File: src/rtl/gpio_exc_pkg.sv
// Shared definitions for the GPIO / exception-capture peripheral:
// register offsets, EXC field layout, bus FSM states and byte-strobe helper.
package gpio_exc_pkg;

  localparam logic [31:0] OFF_OUT      = 32'h00;
  localparam logic [31:0] OFF_DIR      = 32'h04;
  localparam logic [31:0] OFF_IN       = 32'h08;
  localparam logic [31:0] OFF_IRQ_EN   = 32'h0C;
  localparam logic [31:0] OFF_IRQ_PEND = 32'h10;
  localparam logic [31:0] OFF_EXC      = 32'h14;
  localparam logic [31:0] OFF_SET      = 32'h18;
  localparam logic [31:0] OFF_CLR      = 32'h1C;

  localparam int EXC_VALID_BIT = 31;
  localparam int EXC_CNT_LSB   = 16;
  localparam int EXC_CNT_W     = 8;

  typedef enum logic {
    IDLE = 1'b0,
    RESP = 1'b1
  } bus_state_e;

  function automatic logic [31:0] strb_to_mask(input logic [3:0] strb);
    logic [31:0] mask;
    for (int b = 0; b < 4; b++) begin
      mask[8*b +: 8] = {8{strb[b]}};
    end
    return mask;
  endfunction

endpackage

File: src/rtl/gpio_sync_edge.sv
// Multi-stage input synchroniser followed by a previous-value register;
// o_rise flags a 0->1 transition of the synchronised value.
module gpio_sync_edge #(
  parameter int WIDTH  = 8,
  parameter int STAGES = 2
) (
  input  logic             clk,
  input  logic             rst,
  input  logic [WIDTH-1:0] i_async,
  output logic [WIDTH-1:0] o_sync,
  output logic [WIDTH-1:0] o_rise
);

  logic [STAGES-1:0][WIDTH-1:0] r_sync;
  logic [WIDTH-1:0]             r_prev;

  always_ff @(posedge clk or negedge rst) begin
    if (!rst) begin
      r_sync <= '0;
      r_prev <= '0;
    end else begin
      r_sync <= {r_sync[STAGES-2:0], i_async};
      r_prev <= r_sync[STAGES-1];
    end
  end

  assign o_sync = r_sync[STAGES-1];
  assign o_rise = r_sync[STAGES-1] & ~r_prev;

endmodule

File: src/rtl/gpio_exc_mmio.sv
// Memory-mapped GPIO with rising-edge interrupts plus sticky first-fault
// exception capture, on a simple valid/ready data bus (one transfer per 2 cycles).
module gpio_exc_mmio
  import gpio_exc_pkg::*;
#(
  parameter int GPIO_WIDTH  = 8,
  parameter int EXC_WIDTH   = 2,
  parameter int SYNC_STAGES = 2,
  parameter int ADDR_WIDTH  = 5
) (
  input  logic                  clk,
  input  logic                  rst,
  input  logic                  busValid,
  input  logic                  busWe,
  input  logic [ADDR_WIDTH-1:0] busAddr,
  input  logic [31:0]           busWData,
  input  logic [3:0]            busWStrb,
  output logic                  busReady,
  output logic [31:0]           busRData,
  input  logic [GPIO_WIDTH-1:0] gpioIn,
  output logic [GPIO_WIDTH-1:0] gpioOut,
  output logic [GPIO_WIDTH-1:0] gpioOe,
  output logic                  irq,
  input  logic                  excValid,
  input  logic [EXC_WIDTH-1:0]  excCode,
  input  logic                  excClear,
  output logic [EXC_WIDTH-1:0]  exceptionCode
);

  bus_state_e r_state, w_state_nxt;

  logic [GPIO_WIDTH-1:0] r_out, r_dir, r_en, r_pend;
  logic                  r_irq;
  logic [31:0]           r_rdata;
  logic                  r_exc_valid;
  logic [EXC_WIDTH-1:0]  r_exc_code;
  logic [EXC_CNT_W-1:0]  r_exc_cnt;

  logic                  w_accept, w_wr, w_exc_clr;
  logic [31:0]           w_off, w_bmask, w_rdata, w_exc_word;
  logic [GPIO_WIDTH-1:0] w_m, w_d, w_w1c, w_sync, w_rise;
  logic                  w_unused_bits;

  gpio_sync_edge #(
    .WIDTH  (GPIO_WIDTH),
    .STAGES (SYNC_STAGES)
  ) u_sync_edge (
    .clk     (clk),
    .rst     (rst),
    .i_async (gpioIn),
    .o_sync  (w_sync),
    .o_rise  (w_rise)
  );

  assign w_accept  = (r_state == IDLE) && busValid;
  assign w_wr      = w_accept && busWe;
  assign w_off     = 32'({busAddr[ADDR_WIDTH-1:2], 2'b00});
  assign w_bmask   = strb_to_mask(busWStrb);
  assign w_m       = w_bmask[GPIO_WIDTH-1:0];
  assign w_d       = busWData[GPIO_WIDTH-1:0];
  assign w_w1c     = (w_wr && w_off == OFF_IRQ_PEND) ? (w_d & w_m) : '0;
  assign w_exc_clr = excClear ||
                     (w_wr && w_off == OFF_EXC && busWStrb[3] && busWData[EXC_VALID_BIT]);
  assign w_unused_bits = ^{busAddr[1:0], busWData, w_bmask};

  always_ff @(posedge clk or negedge rst) begin
    if (!rst) r_state <= IDLE;
    else      r_state <= w_state_nxt;
  end

  always_comb begin
    w_state_nxt = r_state;
    case (r_state)
      IDLE:    if (busValid) w_state_nxt = RESP;
      RESP:    w_state_nxt = IDLE;
      default: w_state_nxt = IDLE;
    endcase
  end

  always_comb begin
    w_exc_word = '0;
    w_exc_word[EXC_VALID_BIT] = r_exc_valid;
    w_exc_word[EXC_CNT_LSB +: EXC_CNT_W] = r_exc_cnt;
    w_exc_word[EXC_WIDTH-1:0] = r_exc_code;
  end

  // Write-only registers and unmapped offsets fall through to zero.
  always_comb begin
    w_rdata = '0;
    case (w_off)
      OFF_OUT:      w_rdata = 32'(r_out);
      OFF_DIR:      w_rdata = 32'(r_dir);
      OFF_IN:       w_rdata = 32'(w_sync);
      OFF_IRQ_EN:   w_rdata = 32'(r_en);
      OFF_IRQ_PEND: w_rdata = 32'(r_pend);
      OFF_EXC:      w_rdata = w_exc_word;
      default:      w_rdata = '0;
    endcase
  end

  always_ff @(posedge clk or negedge rst) begin
    if (!rst) begin
      r_out   <= '0;
      r_dir   <= '0;
      r_en    <= '0;
      r_pend  <= '0;
      r_irq   <= 1'b0;
      r_rdata <= '0;
    end else begin
      if (w_wr) begin
        case (w_off)
          OFF_OUT:    r_out <= (r_out & ~w_m) | (w_d & w_m);
          OFF_DIR:    r_dir <= (r_dir & ~w_m) | (w_d & w_m);
          OFF_IRQ_EN: r_en  <= (r_en & ~w_m) | (w_d & w_m);
          OFF_SET:    r_out <= r_out | (w_d & w_m);
          OFF_CLR:    r_out <= r_out & ~(w_d & w_m);
          default:    ;
        endcase
      end
      // A new edge outranks a same-cycle write-1-to-clear.
      r_pend  <= (r_pend & ~w_w1c) | (w_rise & r_en);
      r_irq   <= |r_pend;
      r_rdata <= (w_accept && !busWe) ? w_rdata : '0;
    end
  end

  always_ff @(posedge clk or negedge rst) begin
    if (!rst) begin
      r_exc_valid <= 1'b0;
      r_exc_code  <= '0;
      r_exc_cnt   <= '0;
    end else if (excValid) begin
      if (w_exc_clr || !r_exc_valid) begin
        r_exc_valid <= 1'b1;
        r_exc_code  <= excCode;
        r_exc_cnt   <= EXC_CNT_W'(1);
      end else if (r_exc_cnt != '1) begin
        r_exc_cnt   <= r_exc_cnt + EXC_CNT_W'(1);
      end
    end else if (w_exc_clr) begin
      r_exc_valid <= 1'b0;
      r_exc_code  <= '0;
      r_exc_cnt   <= '0;
    end
  end

  assign busReady      = (r_state == RESP);
  assign busRData      = (r_state == RESP) ? r_rdata : '0;
  assign gpioOut       = r_out;
  assign gpioOe        = r_dir;
  assign irq           = r_irq;
  assign exceptionCode = r_exc_valid ? r_exc_code : '0;

endmodule

File: config.mk
export PLATFORM = sky130hd
export DESIGN_NAME = gpio_exc_mmio
export DESIGN_NICKNAME = d
export VERILOG_FILES = /design/src/rtl/gpio_exc_pkg.sv /design/src/rtl/gpio_sync_edge.sv /design/src/rtl/gpio_exc_mmio.sv
export SDC_FILE = /design/constraint.sdc
export NUM_CORES = 1
export LEC_CHECK = 0
export CAP_MARGIN = 20
export CORE_ASPECT_RATIO = 1.75
export CORE_MARGIN = 2
export CORE_UTILIZATION = 40
export CTS_CLUSTER_DIAMETER = 40
export DETAILED_ROUTE_END_ITERATION = 8
export GPL_TIMING_DRIVEN = 0
export PLACE_DENSITY = 0.77
export REMOVE_ABC_BUFFERS = 1
export SYNTH_ARGS = -nofsm -noshare
export SYNTH_HDL_FRONTEND = slang
export SYNTH_SLANG_ARGS = --single-unit
File: constraint.sdc
create_clock -name clk -period 4.8 [get_ports clk]
set_input_delay 0.72 -clock clk [delete_from_list [all_inputs] [get_ports clk]]
set_output_delay 0.72 -clock clk [all_outputs]
set_load 0.05 [all_outputs]
==> results of run 1 <==
-- power by group through the flow --
stage | combinational (mW) | sequential [mW] | clock [mW]
global route | 0.297 | 0.826 | 0.721
CTS | 0.279 | 0.820 | 0.690
global placement | 0.266 | 0.830 | 0
finish | 0.277 | 0.821 | 0.681
detailed placement | 0.277 | 0.833 | 0
floorplan | 0.122 | 0.865 | 0
-- through the flow --
stage	cell area [um^2]	hold slack, ns	power (mW)
after floorplan	3750	0.331	0.987
after global placement	4570	0.332	1.10
after global routing	4910	0.239	1.84
after CTS	4910	0.229	1.79
after detailed placement	4620	0.335	1.11
final	4910	0.228	1.78
-- layer usage --
metal / up-vias / GRT usage / wire length (um)
li1: 1304 / - / -
met1: 1390 / 0.213 / 3550
met2: 83 / 0.304 / 4670
met3: 20 / 0.0408 / 389
met4: 0 / 0.0916 / 273
met5: - / 0 / 0
-- layout make-up --
cell class,instances,area share
flip-flops and latches,86,0.438
multi-input cells,227,0.324
clock buffers,11,0.0474
repair buffers,68,0.145
well taps,122,0.0311
clock inverters,5,0.0122
inverters,3,0.00229
-- kinds of logic after synthesis --
| logic type | Yosys count | synth area share |
|---|---|---|
| buffers and inverters | 33 | 0.0533 |
| AO/OA/AOI/OAI | 75 | 0.142 |
| AND/OR/NAND/NOR | 107 | 0.148 |
| other | 1 | 0.000962 |
| multiplexers | 29 | 0.100 |
| adder cells (fa/ha/maj) | 1 | 0.00321 |
| flip-flops | 86 | 0.552 |
-- cell usage after synthesis (5+ instances only) --
master	n	area share
dfrtp_1	86	0.55
and2_1	29	0.047
nand2_1	26	0.025
a21oi_1	18	0.023
buf_4	17	0.033
o2bb2ai_1	16	0.036
a211oi_1	15	0.029
nor2_1	15	0.014
mux2_2	9	0.026
mux2_4	8	0.031
mux2i_1	8	0.021
clkbuf_1	7	0.0067
nand2b_1	6	0.0096
nand3_1	6	0.0077
o21ai_0	5	0.0064
-- path summary, 6_finish.rpt --
check                      slack, ns  cells past startpoint                            start                         endpoint
max in group asynchronous       3.97                      2                              rst                        async pin
hold reg to reg                 0.35                      0  u_sync_edge.r_sync[0]$_DFF_PN0_  u_sync_edge.o_sync[0]$_DFF_PN0_
min in group clk                0.35                      0  u_sync_edge.r_sync[0]$_DFF_PN0_  u_sync_edge.o_sync[0]$_DFF_PN0_
setup / recovery                1.48                      5                       busAddr[4]              r_pend[3]$_DFF_PN0_
hold / removal                  0.23                      1                              rst           gpioOut[2]$_DFFE_PN0P_
setup reg to reg                2.15                      3               busReady$_DFF_PN0_                             flop
==> metrics.md, run 1 <==
| Metric | Value |
|---|---|
| Post-cts resize count | 0 |
| Worst path slowest cell | clkdlybuf4s50_1 |
| Endpoints failing setup | 0 |
| Critical Path Start Type | input pin |
| Post-route clock skew | 0.00481 ns |
| Ports placed on the boundary | 109 |
| Largest net degree at the start of global routing | 74 |
| NetSw | 486 uW |
| IO Port Bufs | 66 |
| Multi-input gate area in the final layout | 1590 um^2 |
| Max_slew headroom | 0.304 |
| Worst Tran Pin Value | 1.04 ns |
| P&R area growth vs syn | 26.0% |
| Final #Nets | 453 |
| Fmax | 301 MHz |
| CTS tree | built |
| Vias per cell | 5.36 |
| Max IR drop VDD | 0.282 mV |
| Hold Crit Class | in -> async |
| Post-CTS setup buffers | 0 |
| Combinational Power Share | 0.156 |
| Drt total wl | 8890 um |
| Seq pwr share | 0.461 |
| First DRT Iteration DRCs | 238 |
| Clk sinks | 86 |
| Core Util, Final | 0.519 |
| Layout cell share with drive strength beyond 1 | 0.113 |
| Final count of hold timing violations | 0 |
| GPL Wtd Cong | 0.791 |
| Num CTS Buffers | 9 |
| CTS Root Cell | clkbuf_16 |
| Cell Area, Synth | 3900 um^2 |
| Max-cap check violation count | 0 |
| Most common cell after layout, fill and taps aside | dfrtp_1 |
| Die height | 135 um |
| Clk buf depth | 2 |
| Placed Instances | 506 |
| Dpl hpwl | 6060 um |
| Initial Util | 0.412 |
| Routed Antenna Nets | 0 |
| Wire per inst | 17.0 um |
| Sequential cell area | 2150 um^2 |
| Main synth FF type | dfrtp_1 |
| CP Cell Sequence | clkdlybuf4s50_1 -> nor2b_1 -> nor3b_2 -> nand2_1 -> o2bb2ai_1 |
| Synth warn | 0 |
| Sequential area share after synthesis | 0.552 |
| Pint | 1.29 mW |
| Status | completed |
| Pwr/cell area | 362 nW/um^2 |
| Pre-CTS setup slack | 1.19 ns |
| Final worst path period need | 3.32 ns |
| Async set or reset register ratio after synthesis | 1.00 |
| Mapped Cells | 332 |
| RSZ-0062 raised after global routing | no |
| Residual DRC | 0 |
| Post-synth EDFFs | 0 |
| Critical Path RT | 5.02 ns |
| Diode count | 0 |
| Crit path kind | in -> reg |
| Final Worst Setup Slack | 1.48 ns |
| CP Data Arrival Time | 3.54 ns |
| Crit path capture type | flop |
| Pleak | 2.05 nW |
| Vias post-DR | 2797 |
| Initial antenna violation count | 0 |
| Clk Latency, worst-skew pair | 0.34 ns |
| Most frequent cells in the layout | dfrtp_1, clkdlybuf4s50_1, and2_1 |
| Setup TNS Final | 0 ns |
| Non-filler cells in the finished layout | 522 |
| Period utilisation layout | 0.692 |
| Die ar. | 10600 um^2 |
| Hold buffer count at CTS | 0 |
| WP buf/inv | 1 |
| Fillers | 818 |
| Crit-path max FO | 31 |
| Mapped Avg Cell Area | 11.7 um^2 |
| TritonRoute pass-1 iters | 4 |
| Final global-route overflow total | 0 |
| Core area | 9470 um^2 |
| Slew Limit Fails | 0 |
| Die width | 78.6 um |
| Post-synth cell types | 47 |
| Crit-path max cell delay | 1.16 ns |
| Clk pwr share | 0.383 |
| First-pass GRT wire length | 14600 um |
| Synthesis-stage register bit count | 86 |
| Vias in the first global route | 2817 |
| FP Rows | 47 |
| Gr usage total | 0.180 |
| Net Sw Frac | 0.273 |
| Clk slew on worst S/H paths | 0.06 ns |
| H-tree depth | 3 |
| Crit-path leading delay family | simple AND/OR/NAND/NOR gates |
Note: power is estimated with default switching activity, not from simulation.
==> run 2, diff against run 1 <==
==> constraint.sdc (replaced) <==
create_clock -name clk -period 3.2 [get_ports clk]
set_input_delay 0.48 -clock clk [delete_from_list [all_inputs] [get_ports clk]]
set_output_delay 0.48 -clock clk [all_outputs]
set_load 0.05 [all_outputs]
==> metrics.md, run 2 (synthesis results as in run 1) <==
| Metric | Value |
|---|---|
| Clk pwr share | 0.382 |
| TritonRoute pass-1 iters | 4 |
| First DRT Iteration DRCs | 202 |
| Vias in the first global route | 2819 |
| Power, Total | 2.67 mW |
| Residual DRC | 0 |
| Most used routing layer | met2 |
| Final Worst Setup Slack | 0.406 ns |
| CTS Root Cell | clkbuf_16 |
| Crit-path max FO | 20 |
| Crit path kind | in -> reg |
| Max-cap check violation count | 0 |
| Worst-case reg-to-reg path depth | 3 |
| Layout cell share with drive strength beyond 1 | 0.112 |
| Die width | 78.6 um |
| Slew Limit Fails | 0 |
| RSZ-0062 raised after global routing | no |
| CTS tree | built |
| Fmax | 358 MHz |
| Worst Tran Pin Value | 1.08 ns |
| Initial Util | 0.412 |
| Num CTS Buffers | 9 |
| Crit path launch | busAddr[3] |
| GRT met3 Usage | 0.0408 |
| Seq pwr share | 0.462 |
| Initial antenna violation count | 0 |
| Net Sw Frac | 0.272 |
| Flop2flop setup slack | 0.56 ns |
| Vias post-DR | 2804 |
| Final global-route overflow total | 0 |
| IO Port Bufs | 66 |
| Critical Path RT | 3.42 ns |
| Core Util, Final | 0.520 |
| Most common cell after layout, fill and taps aside | dfrtp_1 |
| Clk slew on worst S/H paths | 0.06 ns |
| Crit path capture type | flop |
| Ports placed on the boundary | 109 |
| Max_slew headroom | 0.279 |
| GR met1 Demand/Resource | 0.213 |
| Pint | 1.94 mW |
| Core area | 9470 um^2 |
| Clk buf depth | 2 |
| Die ar. | 10600 um^2 |
| Most frequent cells in the layout | dfrtp_1, clkdlybuf4s50_1, and2_1 |
| NetSw | 726 uW |
| Critical Path Start Type | input pin |
| FP Rows | 47 |
| Status | completed |
| Post-route clock skew | 0.00567 ns |
| Max IR drop VDD | 0.419 mV |
| Final count of hold timing violations | 0 |
| Final worst path period need | 2.79 ns |
| Global-route track usage on met2 | 0.304 |
| Post-CTS setup buffers | 0 |
| P&R area growth vs syn | 26.3% |
| H-tree depth | 3 |
| Reg-to-Reg Start | busReady$_DFF_PN0_ |
| Pleak | 2.06 nW |
| Largest net degree at the start of global routing | 74 |
| Vias per cell | 5.36 |
| Endpoints failing setup | 0 |
| Setup TNS Final | 0 ns |
| Die height | 135 um |
| GPL Wtd Cong | 0.791 |
| Hold Crit Class | reg -> reg |
| Dpl hpwl | 6060 um |
| CP Capture Point | r_pend[3]$_DFF_PN0_ |
| Pre-CTS setup slack | -0.165 ns |
| CP Data Arrival Time | 3.01 ns |
| Non-filler cells in the finished layout | 523 |
| Routed Antenna Nets | 0 |
| Gr usage total | 0.180 |
| Period utilisation layout | 0.873 |
| Clk sinks | 86 |
| Placed Instances | 506 |
| Final #Nets | 454 |
| Clk Latency, worst-skew pair | 0.34 ns |
| Combinational Power Share | 0.156 |
| Wire per inst | 17.0 um |
| Pwr/cell area | 541 nW/um^2 |
| Drt total wl | 8880 um |
| First-pass GRT wire length | 14600 um |
| Diode count | 0 |
run 2: changes by cell type in the layout (fill, tap and decap cells not counted), sizes merged:
cell / before / now
clkdlybuf4s50: 65 / 64
dlygate4sd3: 0 / 1
dlymetal6s2s: 0 / 1
run 2: worst min-delay path by stage:
stage                                    start                               to  slack, ns  cells past startpoint
3_3_place_gp   u_sync_edge.r_sync[0]$_DFF_PN0_  u_sync_edge.o_sync[0]$_DFF_PN0_       0.33                      0
5_1_grt        u_sync_edge.r_sync[1]$_DFF_PN0_  u_sync_edge.o_sync[1]$_DFF_PN0_       0.35                      0
6_report       u_sync_edge.r_sync[0]$_DFF_PN0_  u_sync_edge.o_sync[0]$_DFF_PN0_       0.35                      0
2_1_floorplan                              rst                        async pin       0.18                      0
3_5_place_dp   u_sync_edge.r_sync[0]$_DFF_PN0_  u_sync_edge.o_sync[0]$_DFF_PN0_       0.33                      0
4_1_cts        u_sync_edge.r_sync[0]$_DFF_PN0_  u_sync_edge.o_sync[0]$_DFF_PN0_       0.35                      0
run 2: power by group through the flow:
stage | registers [mW] | logic [mW] | clock network [mW]
2_1_floorplan | 1.30 | 0.184 | 0
3_3_place_gp | 1.24 | 0.399 | 0
3_5_place_dp | 1.25 | 0.415 | 0
4_1_cts | 1.23 | 0.419 | 1.04
5_1_grt | 1.24 | 0.446 | 1.08
6_report | 1.23 | 0.416 | 1.02
run 2: per-layer routing:
layer  routed length [um]  up-vias
met5                    0        -
met4                  274        0
met3                  432       21
met2                 4670      103
met1                 3500     1377
li1                     -     1303
run 2: timing repair:
| action | in CTS | in global routing |
|---|---|---|
| resized for setup | 0 | 1 |
| endpoints found under the hold margin | 13 | 0 |
| hold buffers | 1 | 0 |
| setup endpoints to repair | 0 | 7 |
run 2: final cells by class:
cell class | instances | area, um^2
clock inverters | 5 | 60.1
clock buffers | 11 | 233
inverters | 3 | 11.3
flip-flops and latches | 86 | 2150
well taps | 122 | 153
repair buffers | 69 | 726
fillers | 815 | 4540
multi-input cells | 227 | 1590
run 2: critical path, stage by stage:
cell	delay [ns]
clkdlybuf4s50_1	0.67
buf_16	0.30
nor2b_1	0.55
nor3b_2	0.67
nand2_1	0.15
o2bb2ai_1	0.17
run 2: through the flow:
stage,area (um^2),hold slack (ns)
2_1_floorplan,3750,0.184
3_3_place_gp,4570,0.332
3_5_place_dp,4620,0.335
4_1_cts,4920,0.348
5_1_grt,4930,0.353
6_report,4930,0.347
==> run 3, diff against run 2 <==
--- a/config.mk
+++ b/config.mk
@@ -14,6 +14,7 @@
 export GPL_TIMING_DRIVEN = 0
 export PLACE_DENSITY = 0.77
 export REMOVE_ABC_BUFFERS = 1
+export SKIP_CTS_REPAIR_TIMING = 1
 export SYNTH_ARGS = -nofsm -noshare
 export SYNTH_HDL_FRONTEND = slang
 export SYNTH_SLANG_ARGS = --single-unit
==> results of run 3 <==
Final layout, timing and power as in run 2 (identical DEF).
Among the figures that moved: via count of the first global-routing pass 2819 -> 2817
